<file path="config.mk">
export PLATFORM = sky130hd
export DESIGN_NAME = reg_scoreboard
export DESIGN_NICKNAME = d
export VERILOG_FILES = /design/src/rtl/reg_scoreboard.sv
export SDC_FILE = /design/constraint.sdc
export NUM_CORES = 1
export LEC_CHECK = 0
export ABC_AREA = 0
export BUFFER_PORTS_ARGS = -buffer_cell sky130_fd_sc_hd__buf_2
export CELL_PAD_IN_SITES_DETAIL_PLACEMENT = 1
export CELL_PAD_IN_SITES_GLOBAL_PLACEMENT = 1
export CORE_ASPECT_RATIO = 0.7
export CORE_MARGIN = 1
export CORE_UTILIZATION = 42
export CTS_CLUSTER_SIZE = 16
export DETAILED_ROUTE_END_ITERATION = 12
export PLACE_DENSITY_LB_ADDON = 0.1
export SLEW_MARGIN = 30
export SYNTH_ARGS = -nofsm -noshare
export SYNTH_HDL_FRONTEND = slang
export SYNTH_SLANG_ARGS = --single-unit
</file>
<file path="constraint.sdc">
create_clock -name clk -period 3.85 [get_ports clk]
set_input_delay 0.5775 -clock clk [delete_from_list [all_inputs] [get_ports clk]]
set_output_delay 0.5775 -clock clk [all_outputs]
set_load 0.01 [all_outputs]
</file>
<file path="src/rtl/reg_scoreboard.sv">
// reg_scoreboard: issue-side register scoreboard.
// Tracks destination registers that have been issued but not yet written back.
// Issue is gated on source readiness (RAW) and on a pending write to the same
// destination (WAW).
//
// Ports:
//   clk, reset              clock; synchronous active-high reset
//   issue_valid             decode presents an instruction
//   issue_rs/_use_rs        first source register and its use flag
//   issue_rt/_use_rt        second source register and its use flag
//   issue_rd/_wr            destination register and its write flag
//   issue_lat               cycles after issue until the result is forwardable
//   issue_ready             no hazard (combinational from state + issue fields)
//   wb_valid/wb_rd          register-file writeback, releases the entry
//   flush                   discard all pending entries
//   busy_mask               bit n set: register n has a write in flight
//   pending_cnt             number of set bits in busy_mask
//   wb_err                  sticky: writeback to a register that was not busy

// Per-register entry: busy flag plus ready countdown.
// load and retire are never both asserted for one entry: an accept to a busy
// register is blocked by the WAW check, and retire only fires on busy entries.
module sb_entry #(
    parameter int LATW = 3
) (
    input  logic            clk,
    input  logic            reset,
    input  logic            clear,
    input  logic            load,
    input  logic [LATW-1:0] lat,
    input  logic            retire,
    output logic            busy,
    output logic [LATW-1:0] cnt
);
    always_ff @(posedge clk) begin
        if (reset || clear) begin
            busy <= 1'b0;
            cnt  <= '0;
        end else if (load) begin
            busy <= 1'b1;
            cnt  <= lat;
        end else if (retire) begin
            busy <= 1'b0;
            cnt  <= '0;
        end else if (busy && cnt != '0) begin
            cnt <= cnt - 1'b1;
        end
    end
endmodule

module reg_scoreboard #(
    parameter int LATW = 3
) (
    input  logic            clk,
    input  logic            reset,
    input  logic            issue_valid,
    input  logic [4:0]      issue_rs,
    input  logic            issue_use_rs,
    input  logic [4:0]      issue_rt,
    input  logic            issue_use_rt,
    input  logic [4:0]      issue_rd,
    input  logic            issue_wr,
    input  logic [LATW-1:0] issue_lat,
    output logic            issue_ready,
    input  logic            wb_valid,
    input  logic [4:0]      wb_rd,
    input  logic            flush,
    output logic [31:0]     busy_mask,
    output logic [5:0]      pending_cnt,
    output logic            wb_err
);
    logic [31:0][LATW-1:0] cnt;
    logic [31:0]           load;
    logic [31:0]           retire;
    logic                  rs_haz, rt_haz, waw_haz;
    logic                  accept, alloc, wb_hit, wb_miss;

    // Register 0 is hardwired: never busy, never counting.
    assign busy_mask[0] = 1'b0;
    assign cnt[0]       = '0;

    // A source is ready once its producer's countdown reaches zero, even while
    // the entry stays busy until writeback (value comes from forwarding).
    assign rs_haz  = issue_use_rs && (issue_rs != 5'd0) && busy_mask[issue_rs] && (cnt[issue_rs] != '0);
    assign rt_haz  = issue_use_rt && (issue_rt != 5'd0) && busy_mask[issue_rt] && (cnt[issue_rt] != '0);
    assign waw_haz = issue_wr && (issue_rd != 5'd0) && busy_mask[issue_rd];

    assign issue_ready = !(rs_haz || rt_haz || waw_haz);

    assign accept  = issue_valid && issue_ready && !flush;
    assign alloc   = accept && issue_wr && (issue_rd != 5'd0);
    assign wb_hit  = !flush && wb_valid && (wb_rd != 5'd0) && busy_mask[wb_rd];
    assign wb_miss = !flush && wb_valid && (wb_rd != 5'd0) && !busy_mask[wb_rd];

    always_comb begin
        load   = '0;
        retire = '0;
        if (alloc)  load[issue_rd] = 1'b1;
        if (wb_hit) retire[wb_rd]  = 1'b1;
    end

    genvar n;
    generate
        for (n = 1; n < 32; n++) begin : g_ent
            sb_entry #(.LATW(LATW)) u_ent (
                .clk    (clk),
                .reset  (reset),
                .clear  (flush),
                .load   (load[n]),
                .lat    (issue_lat),
                .retire (retire[n]),
                .busy   (busy_mask[n]),
                .cnt    (cnt[n])
            );
        end
    endgenerate

    // Population count kept incrementally alongside the busy bits.
    always_ff @(posedge clk) begin
        if (reset || flush)
            pending_cnt <= '0;
        else
            pending_cnt <= pending_cnt + 6'(alloc) - 6'(wb_hit);
    end

    // Sticky; survives flush, only reset clears it.
    always_ff @(posedge clk) begin
        if (reset)
            wb_err <= 1'b0;
        else if (wb_miss)
            wb_err <= 1'b1;
    end
endmodule

</file>
## After elaboration in Yosys (flattened, before gate mapping)

Index checks and enable logic that the tools add are counted.
Widths: inputs -> output; s select.

- Logic and storage cells: 430
- Flip-flop bits (word level): 131
- Output and inout port bits: 40
- Bits of input ports: 31

- Reductions and logical operators: 154
- Muxes and demuxes: 173
- Add/sub/neg operators: 33
- Order comparisons: 6

Operator list:

| cell | count |
|---|---|
| $mux 3 | 95 |
| $reduce_bool 3->1 | 64 |
| $sub 3x1->3 const B | 31 |
| $mux 1 | 68 |
| $mux 32 | 2 |
| $reduce_bool 2->1 | 31 |
| $logic_and 1x1->1 | 49 |
| $bmux 3 s5 | 2 |
| $lt 5x6->1 const B | 4 |
| $bmux 1 s5 | 4 |
| $reduce_bool 5->1 | 4 |
| $demux 1 s5 | 2 |
| $ge 5x1->1 const B | 2 |
| $add 6x1->6 | 1 |
| $sub 6x1->6 | 1 |
| $logic_not 1->1 | 3 |
| $logic_or 1x1->1 | 3 |

## Depth between registers and ports, before layout

Gate-level depths: netlist (run 1).

- Depth after elaboration: 13
- Mapped depth: 20

## Modules after synthesis

A second synthesis (run 1) with hierarchy kept.

- Cell total of the unflattened synthesis: 1200
- Area total of the unflattened synthesis: 10228.6 um2

By module, submodules not included:

| module | times used | area each (um2) | cells an instance | sequential area each (um2) |
|---|---|---|---|---|
| sb_entry | 31 | 232.7 | 26 | 80.1 |
| reg_scoreboard | 1 | 3014.1 | 394 | 140.1 |

## Worst setup path after synthesis (run 1)

No wires, ideal clock.

- Kind: input to register
- From: in issue_rd[1]
- To: reg pending_cnt[4]
- Slack: -4 ps
- Stages on the path: 18
- Setup time: 128 ps
- Buffers on the path: 4
- Arrival time: 3726 ps
- Cell sequence: buf_2 -> buf_4 -> mux2i_1 -> nor2_1 -> o21ai_0 -> o21ai_1 -> o31ai_2 -> nand4b_2 -> buf_4 -> buf_2 -> ha_1 -> inv_1 -> ha_1 -> fa_1 -> a21o_1 -> a21oi_1 -> xor2_1 -> nor2_1

- Longest elaborated chain between the ends: 11
- Elaborated cells on any way between the ends: 13
- Those cells by class: add/sub (2); mux (2); reduce/logical (9)

RTL lines:

| what | RTL line | RTL |
|---|---|---|
| start, declared | 61 | `input logic [4:0] issue_rd,` |
| $bmux 1 s5 or $reduce_bool 5->1 (tied branches) | 86, 91 |  |
| $mux 1 (not written as such) or $logic_and 1x1->1 (tied branches) | 86 | `assign waw_haz = issue_wr && (issue_rd != 5'd0) && busy_mask[issue_rd];` |
| $logic_and 1x1->1 | 86 |  |
| $logic_or 1x1->1 | 88 | `assign issue_ready = !(rs_haz \|\| rt_haz \|\| waw_haz);` |
| $logic_not 1->1 | 88 |  |
| $logic_and 1x1->1 (2 in a row) | 90 | `assign accept = issue_valid && issue_ready && !flush;` |
| $logic_and 1x1->1 | 91 | `assign alloc = accept && issue_wr && (issue_rd != 5'd0);` |
| $logic_and 1x1->1 * | 91 |  |
| $add 6x1->6 * | 123 | `pending_cnt <= pending_cnt + 6'(alloc) - 6'(wb_hit);` |
| $sub 6x1->6 * | 123 |  |
| end signal, assigned | 123 |  |
| end, declared | 69 | `output logic [5:0] pending_cnt,` |

Every way passes the cells marked *; elsewhere a longest branch is shown, timed or not. The select of a mux whose other input is x is not followed.
A chain may end at the register's enable or synchronous reset.

## Worst setup path after layout (run 1)

- From: in issue_rs[1]
- To: reg pending_cnt[4]

- Longest elaborated chain between the ends: 13
- Elaborated cells on any way between the ends: 18
- Those cells by class: add/sub (2); mux (4); reduce/logical (12)

RTL lines:

| what | RTL line | RTL |
|---|---|---|
| start, declared | 57 | `input logic [4:0] issue_rs,` |
| $bmux 3 s5 (tied with other cells) | 84 | `assign rs_haz = issue_use_rs && (issue_rs != 5'd0) && busy_mask[issue_rs] && (cnt[issue_rs] != '0);` |
| $mux 3 (not written as such) (tied with other cells) | 84 |  |
| $reduce_bool 3->1 or $logic_and 1x1->1 (tied branches) | 84 |  |
| $logic_and 1x1->1 * | 84 |  |
| $logic_or 1x1->1 * (2 in a row) | 88 |  |
| $logic_not 1->1 * | 88 |  |
| $logic_and 1x1->1 * (2 in a row) | 90 |  |
| $logic_and 1x1->1 * (2 in a row) | 91 |  |
| $add 6x1->6 * | 123 |  |
| $sub 6x1->6 * | 123 |  |

Marks and branches as above.

==> results of run 1 <==
==> area by class of cell <==
cell class	instances	area share (%)
Sequential cell	131	23.2
Clock buffer	22	4.19
Tap cell	312	3.45
Antenna cell	2	0.0442
Timing Repair Buffer	135	7.65
Multi-Input combinational cell	881	56.1
Clock inverter	10	1.57
Inverter	117	3.88
==> how the worst max path moves through the flow <==
stage                start              to  slack, ns  depth (start not counted)
6_report       issue_rs[1]  pending_cnt[4]       0.19                         16
5_1_grt        issue_rs[1]  pending_cnt[5]       0.05                         17
4_1_cts        issue_rs[1]  pending_cnt[4]       0.15                         16
3_5_place_dp   issue_rs[1]  pending_cnt[5]      -0.32                         17
3_3_place_gp   issue_rs[1]  pending_cnt[5]      -0.11                         17
2_1_floorplan  issue_rs[0]  pending_cnt[4]      0.009                         17
==> sequential cells by signal, summed over array words and instances, names as in the netlist <==
signal	count
g_ent.u_ent.cnt	93
g_ent.u_ent.busy	31
pending_cnt	6
wb_err	1
==> kinds of logic after synthesis <==
group | Yosys count | share of synthesized area [%]
and+or+nand+nor | 413 | 21.4
AOI/OAI and AO/OA | 248 | 15.9
buffers and inverters | 218 | 10.0
DFF | 131 | 26.4
muxes | 114 | 14.3
adders and majority gates | 69 | 8.75
xor gates and xnor gates | 36 | 3.17
other | 1 | 0.0377
==> placed cells by master, fill, tap and decap left out, types with 19 or more instances in the layout <==
cell type	n
nor2_1	57
nor3_1	42
buf_2	69
mux2i_1	87
mux4_2	22
inv_1	116
buf_4	64
nor4_1	33
ha_1	68
nand2_1	127
nand3_1	27
a21oi_1	55
xnor2_1	34
o21a_1	19
o21ai_0	71
dfxtp_1	131
nand2b_1	31
==> metrics by stage <==
step           setup WS, ns  TNS, ns  utilization, %  hold slack (ns)  area, um^2
2_1_floorplan       0.00936        0               -            0.492        9960
3_3_place_gp         -0.107   -0.189            46.4            0.462       10700
3_5_place_dp         -0.321   -0.645            46.4            0.472       10700
4_1_cts               0.149        0            49.2            0.333       11300
5_1_grt              0.0467        0            49.3            0.373       11300
6_report              0.191        0            49.3            0.347       11300
==> timing repair <==
| action | CTS | global route |
|---|---|---|
| endpoints found under the setup margin | 0 | 2 |
| resized for setup | 0 | 1 |
| endpoints found under the hold margin | 0 | 0 |
==> where the power goes <==
group	leakage [nW]	switching, mW	total, mW	internal, mW
Sequential	1.05	0.00303	1.36	1.36
Combinational	2.98	0.223	0.324	0.101
Clock	0.320	0.662	1.86	1.20
==> routing by layer <==
metal / wire length [um] / global-route usage (%) / vias up
met4: 700 / 9.21 / 0
li1: - / - / 4419
met3: 3040 / 8.18 / 50
met5: 0 / 0 / -
met1: 18000 / 45.4 / 4701
met2: 15700 / 46.8 / 335
==> flow_metrics.env, run 1 <==
export IMPL_status="finished clean"
export IMPL_ys_top_cells_by_area="dfxtp_1 26%, mux2i_1 8.8%, ha_1 8.6%, mux4_2 5.0%, nand2_1 4.8%"
export IMPL_place_hpwl_um=28000
export IMPL_critical_path_class="in2reg"
export IMPL_fin_nets=1383
export IMPL_io_buffer_count=69
export IMPL_rr_worst_depth=14
export IMPL_fmax_mhz=273
export IMPL_ios=71
export IMPL_ff2ff_setup_slack_ns=0.28
export IMPL_yosys_warnings=0
export IMPL_grt_max_degree=41
export IMPL_drcViolationCount=0
export IMPL_post_cts_buffers=0
export IMPL_die_width_um=186
export IMPL_num_fill_cells=2765
export IMPL_finalCritPeriodShare_pct=95.1
export IMPL_hold_viol_final=0
export IMPL_cts_tree="done"
export IMPL_dieArea_um2=24300
export IMPL_synthArstFlopShare_pct=0
export IMPL_clock_path_buffers=2
export IMPL_synth_seq_area_share_pct=26.4
export IMPL_cts_sinks=131
export IMPL_grt_pass1_vias=9324
export IMPL_skew_ns=0.0119
export IMPL_worstPathRequired_ns=4.15
export IMPL_setup_violations=0
export IMPL_min_to="wb_err"
export IMPL_cp_start_kind="input pin"
export IMPL_ys_ff_latch=131
export IMPL_htree_levels=4
export IMPL_start_util_pct=43.3
export IMPL_rsz0062_at_grt="false"
export IMPL_cp_end_kind="flip-flop"
export IMPL_synthesis_nets=1330
export IMPL_crit_path_frequent_cell="ha_1"
export IMPL_maxSlewHeadroom_pct=28.1
export IMPL_cts_buffers=17
export IMPL_synth_avg_cell_area_um2=8.09
export IMPL_critPathTopFamily="simple AND/OR/NAND/NOR gates"
export IMPL_yosysTopAreaCell="dfxtp_1"
export IMPL_fp_row_count=46
export IMPL_maxCapViolCount=0
export IMPL_yosys_cell_count_top_type="dfxtp_1"
export IMPL_register_area_um2=2620
export IMPL_multi_input_area_um2=6350
export IMPL_synth_common_cells="131 x dfxtp_1, 127 x nand2_1, 116 x inv_1"
export IMPL_final_cells=1610
export IMPL_reg2reg_to="pending_cnt[4]"
export IMPL_synth_edf_count=0
export IMPL_yosysTopAreaCellShare_pct=26.4
export IMPL_wl_per_cell_um=23.2
export IMPL_via_per_inst=5.90
export IMPL_rr_startpoint="g_ent[7].u_ent.cnt[0]"
export IMPL_hold_buffers=0
export IMPL_period_needed_ns=3.66
export IMPL_clk_pin_slew_ns=0.06
export IMPL_slew_violations=0
export IMPL_clk_latency_ns=0.44
export IMPL_max_slew_worst_pin_slew_ns=1.08
export IMPL_powerDensity_nw_per_um2=313
export IMPL_hp_start="reset"
export IMPL_place_gp_congestion=0.947
export IMPL_synth_top_flop_cell="dfxtp_1"
export IMPL_dp_cells=1576
export IMPL_path_max_fanout=17
export IMPL_max_vdd_ir_drop_v=0.000286
export IMPL_leakage_nw=4.35
export IMPL_critical_path_cell_chain="buf_2 > buf_4 > nor2b_2 > nand2_1 > a311o_1 > nor4_2 > a21boi_2 > nand4b_2 > ha_1 > inv_1 > ha_1 > fa_1 > a21o_1 > a21oi_1 > xor2_1 > nor2_1"
export IMPL_die_h_um=131
export IMPL_grt_pass1_wl_um=56800
export IMPL_gr_total_overflow=0
export IMPL_first_iter_violations=753
export IMPL_areaGrowthSynthToFinish_pct=13.8
export IMPL_hold_path_class="in2reg"
export IMPL_clock_root_buffer="clkbuf_16"
export IMPL_arrival_ns=3.95
export IMPL_finalPower_mw=3.54
export IMPL_worstHoldPathCells=2
export IMPL_crit_slowest_cell="fa_1"
export IMPL_post_synth_num_cell_types=75
export IMPL_drive_gt1_share_pct=17.0
export IMPL_core_um2=23000
export IMPL_antenna_found_initial=2
export IMPL_drt_pass1_iter_count=5
export IMPL_syn_area_um2=9950
export IMPL_max_stage_delay_ns=0.42
export IMPL_vias=9505
export IMPL_final_antenna_net_count=0
export IMPL_path_buf_inv=3
export IMPL_synth_cells=1230
export IMPL_drt_wl_total_um=37400
export IMPL_grt_util_all_layers_pct=31.8
Power figures use the tool's default switching activity.
==> inputs of run 2 (changes only) <==
Settings changed: SYNTH_HIERARCHICAL set to 1.
==> run 2 against run 1 <==
  * Critical path depth down 1
  * Critical endpoint unchanged
  * Count of clock-buffer cells in the layout increased by 3
  * Cell count grew 9.3%
  * Critical path type unchanged
  * First-iteration DRC count shrank 6.6%
  * Synthesized cell count shrank 2.4%
==> flow_metrics.env, run 2 <==
export IMPL_fin_ws_ns=0.110
export IMPL_placed_cell_area_um2=12100
export IMPL_clk_pin_slew_ns=0.06
export IMPL_yosys_warnings=6
export IMPL_grt_max_degree=67
export IMPL_hp_start="wb_err"
export IMPL_gr_total_overflow=0
export IMPL_rr_worst_depth=15
export IMPL_syn_area_um2=10200
export IMPL_p_sw_mw=0.895
export IMPL_maxSlewHeadroom_pct=35.6
export IMPL_yosysTopAreaCell="dfxtp_1"
export IMPL_powerDensity_nw_per_um2=259
export IMPL_reg2reg_to="pending_cnt[4]"
export IMPL_synth_cells=1200
export IMPL_clk_latency_ns=0.44
export IMPL_layout_commonest_cell="buf_4"
export IMPL_largest_reg_flops=93
export IMPL_finalCritPeriodShare_pct=97.1
export IMPL_worstHoldPathCells=2
export IMPL_leakage_nw=5.15
export IMPL_slew_violations=0
export IMPL_cts_buffers=17
export IMPL_grt_pass1_wl_um=61800
export IMPL_arrival_ns=4.03
export IMPL_drt_pass1_iter_count=5
export IMPL_hold_path_class="reg2reg"
export IMPL_cp_start_kind="input pin"
export IMPL_fmax_mhz=267
export IMPL_mostFrequentLayoutCells="169 x buf_4, 130 x dfxtp_1, 119 x nor2_1"
export IMPL_status="finished clean"
export IMPL_clock_root_buffer="clkbuf_16"
export IMPL_period_needed_ns=3.74
export IMPL_grt_pass1_vias=10900
export IMPL_cts_sinks=131
export IMPL_die_width_um=189
export IMPL_areaGrowthSynthToFinish_pct=24.3
export IMPL_drt_wl_total_um=39200
export IMPL_final_cells=1759
export IMPL_max_slew_worst_pin_slew_ns=0.965
export IMPL_clock_path_buffers=2
export IMPL_synth_common_cells="131 x dfxtp_1, 119 x nor2_1, 109 x inv_1"
export IMPL_first_iter_violations=703
export IMPL_ys_ff_latch=131
export IMPL_p_sw_share_pct=27.2
export IMPL_io_buffer_count=69
export IMPL_critical_path_cell_chain="buf_2 > mux4_1 > mux4_2 > nand4b_2 > o211ai_4 > or4b_4 > ha_1 > inv_1 > ha_1 > fa_2 > a21oi_2 > nor2_1 > nor2_1 > xor2_1 > nor3_1"
export IMPL_top_regs="g_ent.u_ent/cnt: 93 flops, g_ent.u_ent/busy: 31 flops, pending_cnt: 6 flops"
export IMPL_critical_path_class="in2reg"
export IMPL_top_register="g_ent.u_ent/cnt"
export IMPL_skew_ns=0.0106
export IMPL_dp_slack_ns=-0.439
export IMPL_dieArea_um2=25000
export IMPL_vias=10800
export IMPL_synthesis_nets=1300
export IMPL_final_antenna_net_count=0
export IMPL_maxCapViolCount=0
export IMPL_via_per_inst=6.17
export IMPL_hold_ws_ns=0.490
export IMPL_power_frac_clock_pct=47.4
export IMPL_yosys_cell_count_top_type="dfxtp_1"
export IMPL_fin_nets=1529
export IMPL_post_synth_num_cell_types=70
export IMPL_synth_seq_area_share_pct=25.6
export IMPL_synth_edf_count=0
export IMPL_hold_buffers=0
export IMPL_p_seq_share_pct=41.4
export IMPL_synth_avg_cell_area_um2=8.52
export IMPL_num_fill_cells=2887
export IMPL_fin_setup_tns_ns=0
export IMPL_place_hpwl_um=29400
export IMPL_critPathTopFamily="multiplexers"
export IMPL_fp_row_count=47
export IMPL_synth_top_flop_cell="dfxtp_1"
export IMPL_max_vdd_ir_drop_v=0.000323
export IMPL_start_util_pct=43.1
export IMPL_fin_area_um2=12700
export IMPL_hold_viol_final=0
export IMPL_yosysTopAreaCellShare_pct=25.6
export IMPL_grt_util_all_layers_pct=31.8
export IMPL_min_to="wb_err"
export IMPL_p_int_mw=2.39
export IMPL_ios=71
export IMPL_dp_cells=1728
export IMPL_worstPathRequired_ns=4.14
export IMPL_path_buf_inv=2
export IMPL_rr_startpoint="g_ent[4].u_ent/cnt[0]"
export IMPL_drive_gt1_share_pct=30.6
export IMPL_share_comb_of_total_power_pct=11.3
export IMPL_rsz0062_at_grt="false"
export IMPL_ys_top_cells_by_area="dfxtp_1 26%, ha_1 8.3%, mux4_2 6.8%, a211oi_1 5.0%, nor2_1 4.4%"
export IMPL_cp_end_kind="flip-flop"
export IMPL_drcViolationCount=0
export IMPL_die_h_um=133
export IMPL_htree_levels=4
export IMPL_place_gp_congestion=0.933
export IMPL_antenna_found_initial=3
export IMPL_crit_slowest_cell="mux4_1"
export IMPL_ff2ff_setup_slack_ns=0.13
export IMPL_max_stage_delay_ns=0.58
export IMPL_cts_tree="done"
export IMPL_synthArstFlopShare_pct=0
export IMPL_core_um2=23800
export IMPL_wl_per_cell_um=22.3
export IMPL_setup_violations=0
export IMPL_path_max_fanout=7
==> run 2: changes by cell type after synthesis, moves of 33 or more <==
| cell | change |
|---|---|
| clkbuf_1 | -35 |
| nor3_1 | +44 |
| nand2_1 | -85 |
| buf_4 | -34 |
| o21ai_0 | -33 |
| nor2_1 | +61 |
| mux2i_1 | -51 |
| nand3_1 | +61 |
| a211oi_1 | +57 |
==> run 2: final cells by class <==
type,count,area [um^2],share of cell area (%)
antenna,2,5.00,0.0394
clock buffer,25,505,3.98
clock inverter,4,25.0,0.197
inverter,109,409,3.22
multi-input combinational,930,7070,55.6
sequential,131,2620,20.6
tap,318,398,3.13
timing repair buffer,240,1680,13.2
==> run 2: metal layers <==
layer	part of all wire [%]	up-vias	global-route usage, %
met5	0.031	-	0
met4	2.2	2	10.5
met3	6.2	54	6.82
met2	44	322	48.6
met1	47	5446	44.4
li1	-	5025	-
==> run 2: tightest hold or removal path, cell delays in order (launching register included) <==
cell and delay [ns]:
dfxtp_1 0.33, a21oi_1 0.05, nor2_1 0.07
==> run 2: worst max path at each step <==
| stage | startpoint | to | slack (ns) | depth (start not counted) |
|---|---|---|---|---|
| global placement | issue_rt[1] | pending_cnt[4] | -0.38 | 16 |
| detailed placement | issue_rt[1] | pending_cnt[4] | -0.44 | 16 |
| global route | g_ent[14].u_ent/cnt[0] | pending_cnt[4] | 0.002 | 16 |
| CTS | issue_rt[1] | pending_cnt[4] | 0.03 | 16 |
| finish | issue_rt[0] | pending_cnt[4] | 0.11 | 15 |
| floorplan | issue_rt[1] | pending_cnt[4] | 0.04 | 17 |
==> run 2: repair_timing <==
item / in CTS / in global routing
endpoints found under the setup margin: 0 / 3
resized for setup: 0 / 13
setup buffers: 0 / 0
==> run 2: per-stage QoR <==
| stage | total power, mW | util (%) |
|---|---|---|
| after floorplan | 1.57 | - |
| after global placement | 1.74 | 51.1 |
| after detailed placement | 1.75 | 51.1 |
| after CTS | 3.30 | 53.3 |
| after global routing | 3.38 | 53.5 |
| final | 3.29 | 53.5 |
==> run 2: power groups by stage <==
| stage | clock [mW] | sequential, mW | combinational (mW) |
|---|---|---|---|
| 3_3_place_gp | 0 | 1.39 | 0.354 |
| 2_1_floorplan | 0 | 1.39 | 0.177 |
| 6_report | 1.56 | 1.36 | 0.371 |
| 5_1_grt | 1.63 | 1.36 | 0.391 |
| 4_1_cts | 1.58 | 1.36 | 0.361 |
| 3_5_place_dp | 0 | 1.39 | 0.359 |
==> run 2: logic make-up (layout without fill, tap and decap cells) <==
group           after synthesis  in the layout  synth area share [%]
compound gates              290            290                  20.6
buf+inv                     139            378                  5.60
xor+xnor                      5              5                 0.428
other cells                   1              3                0.0367
flops                       131            131                  25.6
fa+ha+maj                    69             69                  8.51
simple gates                494            494                  28.3
mux                          71             71                  10.9
